File: src/rtl/dmem_port_arbiter_pkg.sv
// Shared types and memory-map constants for the data-memory port arbiter.
// Region limits are byte addresses compared as 32-bit unsigned.
package dmem_port_arbiter_pkg;

  localparam int unsigned DATA_MEM_DEPTH = 4096;
  localparam int unsigned MMIO_MEM_SIZE  = 256;

  localparam logic [31:0] MEM_MAP_DATA_LOWER  = 32'h1001_0000;
  localparam logic [31:0] MEM_MAP_STACK_UPPER = 32'h7fff_effc;
  localparam logic [31:0] MEM_MAP_MMIO_LOWER  = 32'hffff_0000;

  typedef enum logic [1:0] {
    REG_DATA,
    REG_STACK,
    REG_MMIO,
    REG_NONE
  } t_dmem_region;

  typedef enum logic [2:0] {
    ARB_IDLE,
    ARB_MEM_RSP,
    ARB_MMIO_WAIT,
    ARB_MMIO_RSP,
    ARB_ERR_RSP
  } t_dmem_arb_state;

endpackage

File: src/rtl/dmem_region_decode.sv
// Combinational address decoder: byte address -> region plus RAM byte offset
// (DATA/STACK) or MMIO window offset (MMIO).
module dmem_region_decode
  import dmem_port_arbiter_pkg::*;
#(
  parameter int unsigned MEM_BYTES  = DATA_MEM_DEPTH,
  parameter int unsigned MMIO_BYTES = MMIO_MEM_SIZE
) (
  input  logic [31:0]  i_addr,
  output t_dmem_region o_region,
  output logic [31:0]  o_offset
);

  localparam logic [31:0] DIV        = 32'(MEM_BYTES / 2);
  localparam logic [31:0] MMIO_SZ    = 32'(MMIO_BYTES);
  localparam logic [31:0] STACK_LL   = MEM_MAP_STACK_UPPER - DIV;
  localparam logic [31:0] DATA_LAST  = MEM_MAP_DATA_LOWER + DIV - 32'd1;
  localparam logic [31:0] STACK_LAST = MEM_MAP_STACK_UPPER + 32'd3;

  // The stack grows down from STACK_UPPER and is folded onto the upper RAM half.
  always_comb begin
    o_region = REG_NONE;
    o_offset = '0;
    if (i_addr >= MEM_MAP_DATA_LOWER && i_addr <= DATA_LAST) begin
      o_region = REG_DATA;
      o_offset = i_addr - MEM_MAP_DATA_LOWER;
    end else if (i_addr > STACK_LL && i_addr <= STACK_LAST) begin
      o_region = REG_STACK;
      o_offset = i_addr - STACK_LL - 32'd4 + DIV;
    end else if (i_addr >= MEM_MAP_MMIO_LOWER && (i_addr - MEM_MAP_MMIO_LOWER) < MMIO_SZ) begin
      o_region = REG_MMIO;
      o_offset = i_addr - MEM_MAP_MMIO_LOWER;
    end
  end

endmodule

File: src/rtl/dmem_port_arbiter.sv
// Round-robin arbiter sharing one data-memory port between LSU (0) and debug (1),
// routing to RAM or MMIO. Define DMEM_ARB_TIMEOUT_EN to bound the MMIO ack wait.
module dmem_port_arbiter
  import dmem_port_arbiter_pkg::*;
#(
  parameter int unsigned MEM_BYTES    = DATA_MEM_DEPTH,
  parameter int unsigned MMIO_BYTES   = MMIO_MEM_SIZE,
  parameter int unsigned MMIO_TIMEOUT = 16
) (
  input  logic                          clk,
  input  logic                          rst,
  input  logic [1:0]                    req_i,
  input  logic [1:0]                    we_i,
  input  logic [1:0][31:0]              addr_i,
  input  logic [1:0][31:0]              wdata_i,
  input  logic [1:0][3:0]               be_i,
  output logic [1:0]                    gnt_o,
  output logic [1:0]                    rvalid_o,
  output logic [31:0]                   rdata_o,
  output logic                          err_o,
  output logic                          mem_req_o,
  output logic                          mem_we_o,
  output logic [$clog2(MEM_BYTES)-3:0]  mem_addr_o,
  output logic [31:0]                   mem_wdata_o,
  output logic [3:0]                    mem_be_o,
  input  logic [31:0]                   mem_rdata_i,
  output logic                          mmio_req_o,
  output logic                          mmio_we_o,
  output logic [31:0]                   mmio_addr_o,
  output logic [31:0]                   mmio_wdata_o,
  output logic [3:0]                    mmio_be_o,
  input  logic                          mmio_ack_i,
  input  logic [31:0]                   mmio_rdata_i
);

  localparam int unsigned AW = $clog2(MEM_BYTES) - 2;

  t_dmem_arb_state r_state, w_state_nxt;
  logic            r_rr_ptr;
  logic            r_port;
  logic            r_we;
  logic [31:0]     r_mmio_addr;
  logic [31:0]     r_mmio_wdata;
  logic [3:0]      r_mmio_be;
  logic [31:0]     r_mmio_rdata;

  logic            w_sel;
  logic            w_grant;
  logic            w_timeout;
  t_dmem_region    w_region;
  logic [31:0]     w_offset;

  assign w_sel   = (req_i == 2'b11) ? r_rr_ptr : req_i[1];
  assign w_grant = (r_state == ARB_IDLE) && (|req_i) && !rst;

  dmem_region_decode #(
    .MEM_BYTES  (MEM_BYTES),
    .MMIO_BYTES (MMIO_BYTES)
  ) u_decode (
    .i_addr   (addr_i[w_sel]),
    .o_region (w_region),
    .o_offset (w_offset)
  );

`ifdef DMEM_ARB_TIMEOUT_EN
  localparam int unsigned CW = $clog2(MMIO_TIMEOUT + 1);
  logic [CW-1:0] r_tmo_cnt;

  assign w_timeout = (r_tmo_cnt == CW'(MMIO_TIMEOUT - 1));

  always_ff @(posedge clk or posedge rst) begin
    if (rst)                         r_tmo_cnt <= '0;
    else if (w_grant)                r_tmo_cnt <= '0;
    else if (r_state == ARB_MMIO_WAIT) r_tmo_cnt <= r_tmo_cnt + CW'(1);
  end
`else
  logic w_unused_tmo;
  assign w_unused_tmo = ^MMIO_TIMEOUT;
  assign w_timeout    = 1'b0;
`endif

  always_ff @(posedge clk or posedge rst) begin
    if (rst) begin
      r_state      <= ARB_IDLE;
      r_rr_ptr     <= 1'b0;
      r_port       <= 1'b0;
      r_we         <= 1'b0;
      r_mmio_addr  <= '0;
      r_mmio_wdata <= '0;
      r_mmio_be    <= '0;
      r_mmio_rdata <= '0;
    end else begin
      r_state <= w_state_nxt;
      if (w_grant) begin
        r_rr_ptr     <= ~w_sel;
        r_port       <= w_sel;
        r_we         <= we_i[w_sel];
        r_mmio_addr  <= w_offset;
        r_mmio_wdata <= wdata_i[w_sel];
        r_mmio_be    <= be_i[w_sel];
      end
      if (r_state == ARB_MMIO_WAIT && mmio_ack_i)
        r_mmio_rdata <= r_we ? 32'd0 : mmio_rdata_i;
    end
  end

  always_comb begin
    w_state_nxt  = r_state;
    gnt_o        = '0;
    rvalid_o     = '0;
    rdata_o      = '0;
    err_o        = 1'b0;
    mem_req_o    = 1'b0;
    mem_we_o     = 1'b0;
    mem_addr_o   = '0;
    mem_wdata_o  = '0;
    mem_be_o     = '0;
    mmio_req_o   = 1'b0;
    mmio_we_o    = 1'b0;
    mmio_addr_o  = '0;
    mmio_wdata_o = '0;
    mmio_be_o    = '0;
    case (r_state)
      ARB_IDLE: begin
        if (w_grant) begin
          gnt_o[w_sel] = 1'b1;
          case (w_region)
            REG_DATA, REG_STACK: begin
              mem_req_o   = 1'b1;
              mem_we_o    = we_i[w_sel];
              mem_addr_o  = w_offset[AW+1:2];
              mem_wdata_o = wdata_i[w_sel];
              mem_be_o    = be_i[w_sel];
              w_state_nxt = ARB_MEM_RSP;
            end
            REG_MMIO: begin
              mmio_req_o   = 1'b1;
              mmio_we_o    = we_i[w_sel];
              mmio_addr_o  = w_offset;
              mmio_wdata_o = wdata_i[w_sel];
              mmio_be_o    = be_i[w_sel];
              w_state_nxt  = ARB_MMIO_WAIT;
            end
            default: w_state_nxt = ARB_ERR_RSP;
          endcase
        end
      end
      ARB_MEM_RSP: begin
        rvalid_o[r_port] = 1'b1;
        rdata_o          = r_we ? 32'd0 : mem_rdata_i;
        w_state_nxt      = ARB_IDLE;
      end
      ARB_MMIO_WAIT: begin
        // Request stays up through the ack (or timeout) cycle so ack can win the tie.
        mmio_req_o   = 1'b1;
        mmio_we_o    = r_we;
        mmio_addr_o  = r_mmio_addr;
        mmio_wdata_o = r_mmio_wdata;
        mmio_be_o    = r_mmio_be;
        if (mmio_ack_i)     w_state_nxt = ARB_MMIO_RSP;
        else if (w_timeout) w_state_nxt = ARB_ERR_RSP;
      end
      ARB_MMIO_RSP: begin
        rvalid_o[r_port] = 1'b1;
        rdata_o          = r_mmio_rdata;
        w_state_nxt      = ARB_IDLE;
      end
      ARB_ERR_RSP: begin
        rvalid_o[r_port] = 1'b1;
        err_o            = 1'b1;
        w_state_nxt      = ARB_IDLE;
      end
      default: w_state_nxt = ARB_IDLE;
    endcase
  end

endmodule

File: config.mk
export PLATFORM = sky130hd
export DESIGN_NAME = dmem_port_arbiter
export DESIGN_NICKNAME = d
export VERILOG_FILES = /design/src/rtl/dmem_port_arbiter_pkg.sv /design/src/rtl/dmem_region_decode.sv /design/src/rtl/dmem_port_arbiter.sv
export SDC_FILE = /design/constraint.sdc
export NUM_CORES = 1
export LEC_CHECK = 0
export BUFFER_PORTS_ARGS = -buffer_cell sky130_fd_sc_hd__buf_2
export CORE_MARGIN = 2
export CORE_UTILIZATION = 30
export DETAILED_ROUTE_END_ITERATION = 16
export PLACE_DENSITY = 0.6
export SKIP_CTS_REPAIR_TIMING = 1
export SLEW_MARGIN = 10
export SYNTH_ARGS = -nofsm -noshare
export SYNTH_HDL_FRONTEND = slang
export SYNTH_HIERARCHICAL = 1
export SYNTH_SLANG_ARGS = --single-unit
export TNS_END_PERCENT = 20
File: constraint.sdc
create_clock -name clk -period 4.8 [get_ports clk]
set_clock_uncertainty 0.15 [all_clocks]
set_input_delay 0.24 -clock clk [delete_from_list [all_inputs] [get_ports clk]]
set_output_delay 0.24 -clock clk [all_outputs]
set_load 0.01 [all_outputs]
# After elaboration in Yosys (flattened, before gate mapping)
# Index checks and enable logic that the tools add are counted.
totals:
  output_inout_bits: 155
  wordCells: 108
  ff_bits: 106
  in_bits: 207
op_classes:
  n_bitwise: 1
  n_lt_le_gt_ge: 10
  reduce_logical: 15
  eq_ne: 9
  add_sub_neg: 5
  mux: 60
ops:
  columns: ["op", "n"]
  rows:
  - ["32-bit two-way mux", 16]
  - ["32-bit case mux with 2 select lines", 3]
  - ["32-bit by 12-bit adder with 32-bit output, second input constant", 1]
  - ["32-bit by 29-bit >= comparator with 1-bit output, second input constant", 1]
  - ["32-bit >= comparator, second input constant", 1]
  - ["32-bit by 31-bit greater-than comparator with 1-bit output, second input constant", 1]
  - ["32-bit by 29-bit <= comparator with 1-bit output, second input constant", 1]
  - ["32-bit by 31-bit <= comparator with 1-bit output, second input constant", 1]
  - ["32-bit by 9-bit < comparator with 1-bit output, second input constant", 1]
  - ["32-bit by 29-bit subtractor with 32-bit output, second input constant", 1]
  - ["32-bit by 3-bit subtractor with 32-bit output, second input constant", 1]
  - ["32-bit by 31-bit subtractor with 32-bit output, second input constant", 1]
  - ["32-bit subtractor, second input constant", 1]
  - ["10-bit two-way mux", 3]
  - ["4-bit two-way mux", 7]
  - ["1-bit two-way mux", 17]
  - ["3-bit case mux with 2 select lines", 2]
  - ["2-bit two-way mux", 5]
  - ["1-bit logical AND", 8]
  - ["4-bit case mux with 2 select lines", 1]
  - ["3-bit by 2-bit == test with 1-bit output, second input constant", 2]
  - ["3-bit two-way mux", 2]
  - ["2-bit == test, second input constant", 2]
  - ["1-bit by 2-bit < comparator with 1-bit output, second input constant", 2]
  - ["14 further kinds", 19]

# Longest topological paths before layout
# Gate-level depths: netlist of the first run.
depth:
  word_depth: 15
  depth_mapped: 17
  depth_no_buf: 13

# Cells and area by module
# The synthesis of the first run kept the hierarchy.
modules_own_cells:
  columns: ["mod", "cells_per_inst", "seq_area_each_um2", "area_per_inst_um2", "n_inst"]
  rows:
  - ["dmem_port_arbiter", 722, 2652.5, 6110.9, 1]
  - ["dmem_region_decode", 102, 0.0, 658.1, 1]

# Worst setup path after synthesis of the first run
# Ideal clock, no wire load.
synth_timing:
  path_kind: "register to output"
  start: "register r_rr_ptr"
  end: "output mmio_addr_o[10]"
  t_required_ps: 4410
  slack_ps: 868
  path_stages_with_launch: 17
  t_arrival_ps: 3542
  path_buffers: 4
  path_cell_list: "dfrtp_1 > o21ai_0 > clkbuf_1 > buf_2 > mux2_2 > inv_1 > ha_1 > nor4b_1 > nand3_1 > o21a_1 > or3_1 > buf_2 > and2_1 > nor3b_4 > and2_1 > buf_2 > a22o_1"
synth_between:
  elab_cells_between_ends: 27
  cone_classes: "add/sub (5); order compare (6); eq/ne (1); mux (12); reduce/logical (3)"
synth_lines:
  columns: ["element", "line_no", "rtl"]
  rows:
  - ["start: declaration", "dmem_port_arbiter.sv:39", "logic r_rr_ptr;"]
  - ["start signal: assignment", "dmem_port_arbiter.sv:95", "r_rr_ptr <= ~w_sel;"]
  - ["1-bit two-way mux *", "dmem_port_arbiter.sv:53", "assign w_sel = (req_i == 2'b11) ? r_rr_ptr : req_i[1];"]
  - ["32-bit two-way mux (not written as such) * (2 in series)", "dmem_port_arbiter.sv:60", ".i_addr (addr_i[w_sel]),"]
  - ["32-bit by 31-bit greater-than comparator with 1-bit output or 32-bit by 31-bit <= comparator with 1-bit output (tied branches)", "dmem_region_decode.sv:27", "end else if (i_addr > STACK_LL && i_addr <= STACK_LAST) begin"]
  - ["1-bit logical AND", "dmem_region_decode.sv:27", null]
  - ["2-bit two-way mux", "dmem_region_decode.sv:27", null]
  - ["2-bit two-way mux *", "dmem_region_decode.sv:24", "if (i_addr >= MEM_MAP_DATA_LOWER && i_addr <= DATA_LAST) begin"]
  - ["net w_region[1]", "dmem_port_arbiter.sv:50", "t_dmem_region w_region;"]
  - ["2-bit == test *", "dmem_port_arbiter.sv:127", "case (w_region)"]
  - ["32-bit two-way mux *", "dmem_port_arbiter.sv:127", null]
  - ["32-bit two-way mux *", "dmem_port_arbiter.sv:125", "if (w_grant) begin"]
  - ["32-bit case mux with 2 select lines *", "dmem_port_arbiter.sv:123", "case (r_state)"]
  - ["end: declaration", "dmem_port_arbiter.sv:29", "output logic [31:0] mmio_addr_o,"]
# The timed path passes the listed nets; every way through them passes the cells marked *. The select of a mux whose other input is x is not followed.

# Final worst setup path of the first run
layout_timing:
  start: "register r_rr_ptr"
  end: "output mmio_addr_o[9]"
# The elaborated chain is that of the path after synthesis.

==> results of run 1 <==
-- sequential cells by signal, summed over array words and instances, names as in the netlist --
register      count
r_mmio_addr      32
r_mmio_be         4
r_mmio_rdata     32
r_mmio_wdata     32
r_port            1
r_rr_ptr          1
r_state           3
r_we              1
-- final cells by class --
| type | count | area share [%] |
|---|---|---|
| Antenna cell | 1 | 0.0268 |
| Clock buffer | 10 | 2.56 |
| Timing Repair Buffer | 395 | 22.5 |
| Inverter | 9 | 0.389 |
| Tap cell | 280 | 3.75 |
| Multi-Input combinational cell | 644 | 41.4 |
| Clock inverter | 6 | 0.898 |
| Sequential cell | 106 | 28.4 |
-- power by group through the flow --
stage	Sequential, mW	Combinational [mW]	Clock, mW
2_1_floorplan	0.995	0.257	0
5_1_grt	1.01	0.462	0.869
6_report	0.998	0.412	0.805
3_5_place_dp	1.02	0.404	0
4_1_cts	0.998	0.405	0.846
3_3_place_gp	1.01	0.399	0
-- worst reg2reg max path, stage by stage (launching register included) --
cell      delay [ns]
dfrtp_1         0.42
o21ai_4         0.28
buf_4           0.27
mux2_2          0.39
or4_4           0.53
o211ai_2        0.16
a32oi_1         0.11
or3_1           0.39
and2_1          0.21
nor3b_4         0.18
buf_12          0.15
buf_4           0.13
nor2_1          0.13
nor2_1          0.06
-- path summary, 6_finish.rpt --
check / from / end / slack (ns) / cells after the start
min: rst / r_mmio_addr[12]$_DFFE_PP0N_ / -0.06 / 2
max: r_rr_ptr$_DFFE_PP0N_ / mmio_addr_o[9] / 0.16 / 14
max reg2reg: r_rr_ptr$_DFFE_PP0N_ / r_state[1]$_DFFE_PP0P_ / 1.12 / 13
min reg2reg: r_mmio_addr[8]$_DFFE_PP0N_ / r_mmio_addr[8]$_DFFE_PP0N_ / 0.33 / 2
min in group clk: mmio_rdata_i[18] / r_mmio_rdata[18]$_DFFE_PP0P_ / -0.02 / 3
max in group asynchronous: rst / r_mmio_wdata[19]$_DFFE_PP0N_ / 3.53 / 3
-- cell usage after synthesis, types with 2 or more instances --
master,count,area (sq um)
o22ai_1,8,50.1
o2111ai_1,2,17.5
or3_1,2,12.5
o31a_1,2,17.5
clkbuf_1,44,165
or2_1,2,12.5
xnor2_1,3,26.3
inv_1,9,33.8
nor3_1,6,30.0
nand3_1,6,30.0
and2_1,28,175
and3_1,2,12.5
o21ai_0,77,385
a22o_1,42,368
o21ai_1,30,150
a32o_1,22,220
mux2i_1,38,380
dfrtp_1,106,2650
a21oi_1,4,20.0
nor2_1,56,210
nor2b_1,2,12.5
buf_2,21,105
nor4b_1,2,17.5
mux2_2,32,360
nor4_1,8,50.1
nand2_1,208,781
nand4_1,6,37.5
ha_1,5,62.6
nand2b_1,34,213
-- routing by layer --
metal / GRT usage [%] / vias to the layer above
met4: 5.25 / 0
met2: 32.7 / 228
met5: 0 / -
li1: - / 3541
met3: 3.81 / 30
met1: 23.9 / 3326
-- metrics by stage --
stage	instance area [sq um]	hold WS, ns
global route	9330	0.00107
CTS	9140	-0.0341
finish	9330	-0.0607
detailed placement	8820	0.313
global placement	8820	0.307
floorplan	6770	0.239
-- cell families after synthesis --
group                      Yosys count
buffers and inverters               75
xor gates and xnor gates             3
and+or+nand+nor                    367
adders and majority gates            5
AOI/OAI and AO/OA                  198
muxes                               70
DFF                                106
-- placed cells by master, fill, tap and decap left out, types with 4 or more instances in the layout --
cell type and count:
and2_1 27, nor4_1 6, buf_4 21, a22o_1 42
a21oi_1 4, a32o_1 22, nor2_1 56, o21ai_0 76
buf_2 361, inv_1 8, dfrtp_1 106, ha_1 5
nor3_1 6, mux2_2 32, o22ai_1 8, nand2b_1 34
nand3_1 6, mux2i_1 38, o21ai_1 30, clkbuf_16 9
dlygate4sd3_1 12, nand2_1 206, nand4_1 6
==> metrics.txt, run 1 <==
status finished with violations; violated checks negative hold slack; Hold Worst Slack -0.0607 ns; Pre-antenna DRT Iters 6; CP max stage delay around 0.53 ns; power density cells around 240 nW/um^2; combinational power share 18.6%; buffers plus inverters on the worst setup path 4; xor and xnor area share after synthesis less than 1%; fin cells ~1500; combinational family with the most area after synthesis simple AND/OR/NAND/NOR gates; Reg clk slew, reported paths about 0.08 ns; TritonCTS Buffers 9; Die Wd about 150 um; Seq cells post-synth 106; initial antenna violation count 1; Routed met2 length ~11000 um; Worst VDD drop approximately 230 uV; switching pwr 0.640 mW; Synth cell types 46; Worst Setup Path Type flip-flop to primary output; f_max 215 MHz; Synthesized Nets 1036; FFs w/ async S/R, synth 100%; Startpoint Class flip-flop; Max H-tree Level 3; height of the chip 154 um; Worst slew margin a little over a quarter; Tot GR Track Use between 10% and 20%; Initial Util 30.8%; Netlist Area Pre-Place 6770 sq um; RSZ-0062 raised after global routing no; sequential area share after synthesis around two fifths; Filler cells 2240; Highest Signal Layer met4; HPWL Detailed ~17000 um; Post-Synth Simple-Gate Area about a quarter; Mapped Cells approximately 820; internal power ~1.6 mW; Final Hold Viols 68; multiplexer share of the synthesized area between 10 and 15%; placed cells roughly 1400; total grt overflow 0; clk sink count about 110; Avg WL per Cell between 15 and 20 um; iteration-0 DRC count of the detailed router 418; Final Setup Violations 0; syn avg cell area 8.21 sq um; Worst-Skew Late Latency between 0.3 and 0.4 ns; Final Worst Setup Slack roughly 0.16 ns; WL met1 slightly above 10000 um; Final Total Pwr ~2.2 mW; die area 23800 sq um; synthesis-to-finish area growth 37.9%; vias in the first global route roughly 6800; port bufs ~360; Seq pwr share 45.0%; crit path max fanout 14; LEAKAGE a little over 5 nW; I/O pin total ~360; Core Box Area about 22000 sq um; Total Routed Length approximately 23000 um; worst slack at placement -0.279 ns; Synth Area in Adders less than 1%; Register Area between 2000 and 3000 sq um; actual slew at the worst max-slew pin ~1.1 ns; CTS tree yes; crit path time final between 4 and 5 ns; Ys Warns 6; Worst EP required around 4.4 ns; slowest CP cell or4_4; Tcrit/Tclk final 96.7%; Max-Cap Viols 0; metal3 WL 1250 um; first-pass GRT wire length between 30000 and 40000 um; power share of the clock group 36.4%; final core utilization between 40% and 50%; Final nets around 1400; largest net degree at the start of global routing 108; Switching Fraction approximately 29%; ys flop type dfrtp_1; Final ANT Viol Nets 0; vias per cell between 4 and 5; post-synthesis compound-gate area fraction 19.6%; RD Place Congestion approximately 0.85; worst path cell trace o21ai_4 -> buf_4 -> mux2_2 -> or4_4 -> o211ai_2 -> a32oi_1 -> or3_1 -> and2_1 -> nor3b_4 -> buf_12 -> buf_4 -> and2_1 -> a22o_1 -> buf_2; Top delay family on crit path simple AND/OR/NAND/NOR gates; Critical Path End Type primary output; CTS Buffer Depth 2; # rows 54; critical path arrival 4.25 ns; EDFF count, synth 0; vias between 7000 and 8000; share of post-route cells with drive strength above 1 approximately two fifths; Setup TNS 0 ns; min-delay worst type primary input to asynchronous set/reset pin; Multi-input gate area a little under 4000 sq um; fin. max-slew vios 0; CTS root buffer clkbuf_16; drt drc 0
Note: power is estimated with default switching activity, not from simulation.
==> run 2: changes to the inputs <==
CORE_AREA = 2 2 142 144   (was not set)
CORE_MARGIN = not set   (was 2)
CORE_UTILIZATION = not set   (was 30)
DIE_AREA = 0 0 144 146   (was not set)
PLACE_DENSITY = 0.68   (was 0.6)
==> metrics.txt, run 2 (synthesis results as in run 1) <==
Avg WL per Cell 16.2 um (was 15.9 um); ant diodes 0 (was 1); I/O pin total 362 (unchanged); port bufs 361 (unchanged); f_max 223 MHz (was 215 MHz); share of post-route cells with drive strength above 1 37.9% (was 38.1%); Worst R2R Setup Slack 1.18 ns (was 1.12 ns); clk sink count 106 (unchanged); RSZ-0062 raised after global routing no (unchanged); Final Total Pwr 2.20 mW (was 2.21 mW); status finished with violations (unchanged); Critical Path End Type primary output (unchanged); synthesis-to-finish area growth 36.5% (was 37.9%); placed cells 1400 (was 1417); critical path arrival 4.09 ns (was 4.25 ns); Final Setup Violations 0 (unchanged); vias 7171 (was 7125); vias per cell 5.01 (was 4.91); Worst EP required 4.41 ns (about the same); most common cell after layout, fill and taps aside buf_2 (unchanged); Hold Worst Slack -0.00864 ns (was -0.0607 ns); Max H-tree Level 3 (unchanged); power density cells 238 nW/um^2 (was 237 nW/um^2); Tot GR Track Use 20.8% (was 18.8%); TritonCTS Buffers 9 (unchanged); HPWL Detailed 17200 um (was 17100 um); Total Routed Length 23100 um (about the same); first-pass GRT wire length 34800 um (was 36400 um); # rows 51 (was 54); RD Place Congestion 0.911 (was 0.846); fin. max-slew vios 0 (unchanged); Register Area 2650 sq um (unchanged); Worst slew margin 19.3% (was 27.1%); die area 21000 sq um (was 23800 sq um); Final ANT Viol Nets 0 (unchanged); Reg clk slew, reported paths 0.08 ns (about the same); Tcrit/Tclk final 93.2% (was 96.7%); Core Box Area 19300 sq um (was 22000 sq um); crit path time final 4.48 ns (was 4.64 ns); min-delay worst type primary input to flip-flop (was primary input to asynchronous set/reset pin); Final Worst Setup Slack 0.324 ns (was 0.159 ns); CTS root buffer clkbuf_16 (unchanged); iteration-0 DRC count of the detailed router 382 (was 418); Top Registers r_mmio_addr x32, r_mmio_rdata x32, r_mmio_wdata x32 (unchanged); Die Wd 144 um (was 154 um); Max-Cap Viols 0 (unchanged); drt drc 0 (unchanged); Pre-antenna DRT Iters 5 (was 6); Startpoint Class flip-flop (unchanged); Worst Setup Path Type flip-flop to primary output (unchanged); crit path max fanout 37 (was 14); vias in the first global route 6804 (was 6849); largest net degree at the start of global routing 108 (unchanged); LEAKAGE 5.00 nW (was 5.04 nW); height of the chip 146 um (was 154 um); initial antenna violation count 0 (was 1); CTS tree yes (unchanged); Multi-input gate area 3850 sq um (was 3860 sq um); violated checks negative hold slack (unchanged); CTS Buffer Depth 2 (unchanged); most frequent cells in the layout 361 x buf_2, 206 x nand2_1, 106 x dfrtp_1 (unchanged); Filler cells 1920 (was 2240); total grt overflow 0 (unchanged); worst slack at placement 0.265 ns (was -0.279 ns); Worst-Skew Late Latency 0.35 ns (about the same); Worst VDD drop 169 uV (was 231 uV); fin cells 1430 (was 1451); Final nets 1372 (was 1377); Final Hold Viols 6 (was 68); Initial Util 35.0% (was 30.8%); actual slew at the worst max-slew pin 1.20 ns (was 1.08 ns)
-- run 2: layout make-up --
type	instances	area share, %
Tap cell	265	3.59
Timing Repair Buffer	390	22.2
Inverter	9	0.393
Clock inverter	6	0.921
Multi-Input combinational cell	644	41.7
Clock buffer	10	2.48
Sequential cell	106	28.7
-- run 2: worst max-delay path, stage by stage, from the launching register on --
cell     delay (ns)
dfrtp_1        0.41
o21ai_4        0.24
buf_4          0.27
mux2_2         0.40
nor4_1         0.39
nand3_1        0.16
or2_1          0.30
or3_1          0.34
and2_1         0.21
nor3b_4        0.17
buf_4          0.17
nand2_2        0.07
buf_6          0.28
o21ai_0        0.16
buf_2          0.17
-- run 2: stage by stage --
stage	utilization [%]	area (sq um)	TNS [ns]
4_1_cts	47.0	9100	-2.72
2_1_floorplan	-	6770	0
3_3_place_gp	45.4	8780	0
3_5_place_dp	45.4	8780	0
5_1_grt	47.8	9240	0
6_report	47.8	9240	0
-- run 2: worst paths after layout --
| check | start | endpoint | cells past startpoint |
|---|---|---|---|
| worst max-delay path | r_rr_ptr$_DFFE_PP0N_ | mmio_wdata_o[2] | 14 |
| worst min-delay path | mmio_rdata_i[8] | r_mmio_rdata[8]$_DFFE_PP0P_ | 3 |
| worst max register to register | r_rr_ptr$_DFFE_PP0N_ | r_state[1]$_DFFE_PP0P_ | 13 |
| worst min register to register | r_mmio_addr[17]$_DFFE_PP0N_ | r_mmio_addr[17]$_DFFE_PP0N_ | 2 |
| max in group asynchronous | rst | r_mmio_wdata[1]$_DFFE_PP0N_ | 4 |
| min in group asynchronous | rst | r_rr_ptr$_DFFE_PP0N_ | 3 |
-- run 2: where the power goes --
part           total, mW  leakage (nW)  switching [mW]  internal, mW
clock network      0.783         0.150           0.364         0.419
registers          0.985          1.42          0.0324         0.953
logic              0.428          3.43           0.239         0.189
total               2.20          5.00           0.636          1.56
-- run 2: layer usage --
metal / global-route usage [%] / vias up / share of wire [%]
met5: 0 / - / 0
met4: 5.69 / 0 / 1.5
met3: 4.01 / 25 / 6.1
met2: 36.8 / 254 / 50
met1: 25.6 / 3368 / 43
li1: - / 3524 / -
==> run 3: changes to the inputs <==
BUFFER_PORTS_ARGS = not set   (was -buffer_cell sky130_fd_sc_hd__buf_2)
DONT_BUFFER_PORTS = 1   (was not set)
PLACE_DENSITY = 0.52   (was 0.68)
==> metrics.txt, run 3 (synthesis results as in run 1) <==
Critical Path End Type primary output (unchanged); most frequent CP cell buf_4 (unchanged); Top delay family on crit path simple AND/OR/NAND/NOR gates (unchanged); min-delay worst type primary input to flip-flop (unchanged); Max-Cap Viols 0 (unchanged); Hold Worst Slack -0.0112 ns (was -0.00864 ns); vias 6071 (was 7171); first-pass GRT wire length 31900 um (was 34800 um); Worst VDD drop 160 uV (was 169 uV); worst path cell trace o21ai_4 -> mux2_2 -> inv_1 -> ha_1 -> nor4b_1 -> nand3_1 -> o21a_1 -> or3_1 -> and2_1 -> nor3b_4 -> nand2_4 -> buf_4 -> o21ai_1 -> buf_4 (was o21ai_4 -> buf_4 -> mux2_2 -> nor4_1 -> nand3_1 -> or2_1 -> or3_1 -> and2_1 -> nor3b_4 -> buf_4 -> nand2_2 -> buf_6 -> o21ai_0 -> buf_2); startpoint of the worst register-to-register path r_rr_ptr$_DFFE_PP0N_ (unchanged); TritonCTS Buffers 9 (unchanged); RR Endpoint r_mmio_addr[7]$_DFFE_PP0N_ (was r_state[1]$_DFFE_PP0P_); Worst Hold Path EP r_mmio_wdata[28]$_DFFE_PP0N_ (was r_mmio_rdata[8]$_DFFE_PP0P_); internal power 1.45 mW (was 1.56 mW); placed cells 1097 (was 1400); fin. max-slew vios 0 (unchanged); power density cells 255 nW/um^2 (was 238 nW/um^2); iteration-0 DRC count of the detailed router 311 (was 382); buffers plus inverters on the worst setup path 3 (was 4); Startpoint Class flip-flop (unchanged); Die Wd 144 um (unchanged); Worst slew margin 19.2% (was 19.3%); CTS root buffer clkbuf_16 (unchanged); most common cell after layout, fill and taps aside nand2_1 (was buf_2); I/O pin total 362 (unchanged); vias in the first global route 5554 (was 6804); synthesis-to-finish area growth 18.8% (was 36.5%); Final nets 1088 (was 1372); R2R cell count 11 (was 13); drt drc 0 (unchanged); DP Area 7420 sq um (was 8780 sq um); f_max 222 MHz (was 223 MHz); Pre-antenna DRT Iters 5 (unchanged); Final Total Pwr 2.05 mW (was 2.20 mW); Max H-tree Level 3 (unchanged); # rows 51 (unchanged); Worst R2R Setup Slack 0.97 ns (was 1.18 ns); RD Place Congestion 0.829 (was 0.911); port bufs 0 (was 361); vias per cell 5.30 (was 5.01); actual slew at the worst max-slew pin 1.20 ns (about the same); Min-Delay Path Depth 2 (was 3); switching pwr 0.598 mW (was 0.636 mW); Core Box Area 19300 sq um (unchanged); CTS Buffer Depth 2 (unchanged); Total Routed Length 21700 um (was 23100 um); hold_sp wdata_i[60] (was mmio_rdata_i[8]); die area 21000 sq um (unchanged); ant diodes 0 (unchanged); CTS tree yes (unchanged); Avg WL per Cell 18.9 um (was 16.2 um); Top Registers r_mmio_addr x32, r_mmio_rdata x32, r_mmio_wdata x32 (unchanged); crit path max fanout 26 (was 37); critical path startpoint r_rr_ptr$_DFFE_PP0N_ (unchanged); power share of the clock group 34.6% (was 35.7%); slowest CP cell mux2_2 (was dfrtp_1); combinational power share 16.7% (was 19.5%); Final ANT Viol Nets 0 (unchanged); clk sink count 106 (unchanged); initial antenna violation count 0 (unchanged); largest net degree at the start of global routing 109 (was 108); Switching Fraction 29.2% (was 28.9%); violated checks negative hold slack (unchanged); Reg clk slew, reported paths 0.08 ns (about the same); height of the chip 146 um (unchanged); fin cells 1145 (was 1430); finished layout cell area 8040 sq um (was 9240 sq um); Worst-Skew Late Latency 0.35 ns (about the same); critical path arrival 4.12 ns (was 4.09 ns); crit path time final 4.51 ns (was 4.48 ns); Initial Util 35.0% (unchanged); Tot GR Track Use 19.3% (was 20.8%); total grt overflow 0 (unchanged); Worst Setup Path Type flip-flop to primary output (unchanged); most frequent cells in the layout 206 x nand2_1, 106 x dfrtp_1, 76 x o21ai_0 (was 361 x buf_2, 206 x nand2_1, 106 x dfrtp_1); Tcrit/Tclk final 94.0% (was 93.2%); Worst EP required 4.41 ns (about the same); RSZ-0062 raised after global routing no (unchanged); Final Hold Viols 2 (was 6); final core utilization 41.6% (was 47.8%); Seq pwr share 48.7% (was 44.9%); status finished with violations (unchanged); CP max stage delay 0.46 ns (was 0.41 ns); LEAKAGE 3.71 nW (was 5.00 nW); HPWL Detailed 15900 um (was 17200 um); Final Setup Violations 0 (unchanged); share of post-route cells with drive strength above 1 15.3% (was 37.9%)
[run 3: area by class of cell]
| cell class | instances | area [sq um] |
|---|---|---|
| clock inverters | 6 | 50.0 |
| flip-flops and latches | 106 | 2650 |
| multi-input cells | 643 | 3850 |
| fillers | 1974 | 11300 |
| inverters | 9 | 36.3 |
| well taps | 265 | 332 |
| repair buffers | 107 | 898 |
| clock buffers | 9 | 225 |
[run 3: worst max path at each step]
stage | end | slack, ns | depth (start not counted)
CTS | mmio_wdata_o[22] | -0.04 | 14
detailed placement | mmio_wdata_o[22] | 0.35 | 14
finish | mmio_wdata_o[22] | 0.29 | 14
global route | mmio_addr_o[12] | 0.05 | 9
floorplan | mmio_addr_o[10] | 0.87 | 16
global placement | mmio_wdata_o[22] | 0.53 | 14
[run 3: power by group through the flow]
| stage | clock network [mW] | registers, mW | logic (mW) |
|---|---|---|---|
| floorplan | 0 | 0.995 | 0.257 |
| global placement | 0 | 1.01 | 0.319 |
| detailed placement | 0 | 1.01 | 0.324 |
| CTS | 0.747 | 0.996 | 0.325 |
| global route | 0.777 | 1.01 | 0.385 |
| finish | 0.709 | 0.997 | 0.343 |
[run 3: metal layers]
metal  share of wire, %  track usage (%)
met5                  0                0
met3                5.8             4.51
met1                 44             24.9
met2                 50             33.1
met4               0.66             3.58
[run 3: metrics by stage]
stage,setup slack [ns],setup TNS (ns)
floorplan,0.868,0
global placement,0.532,0
detailed placement,0.351,0
CTS,-0.0365,-0.168
global route,0.0511,0
finish,0.289,0
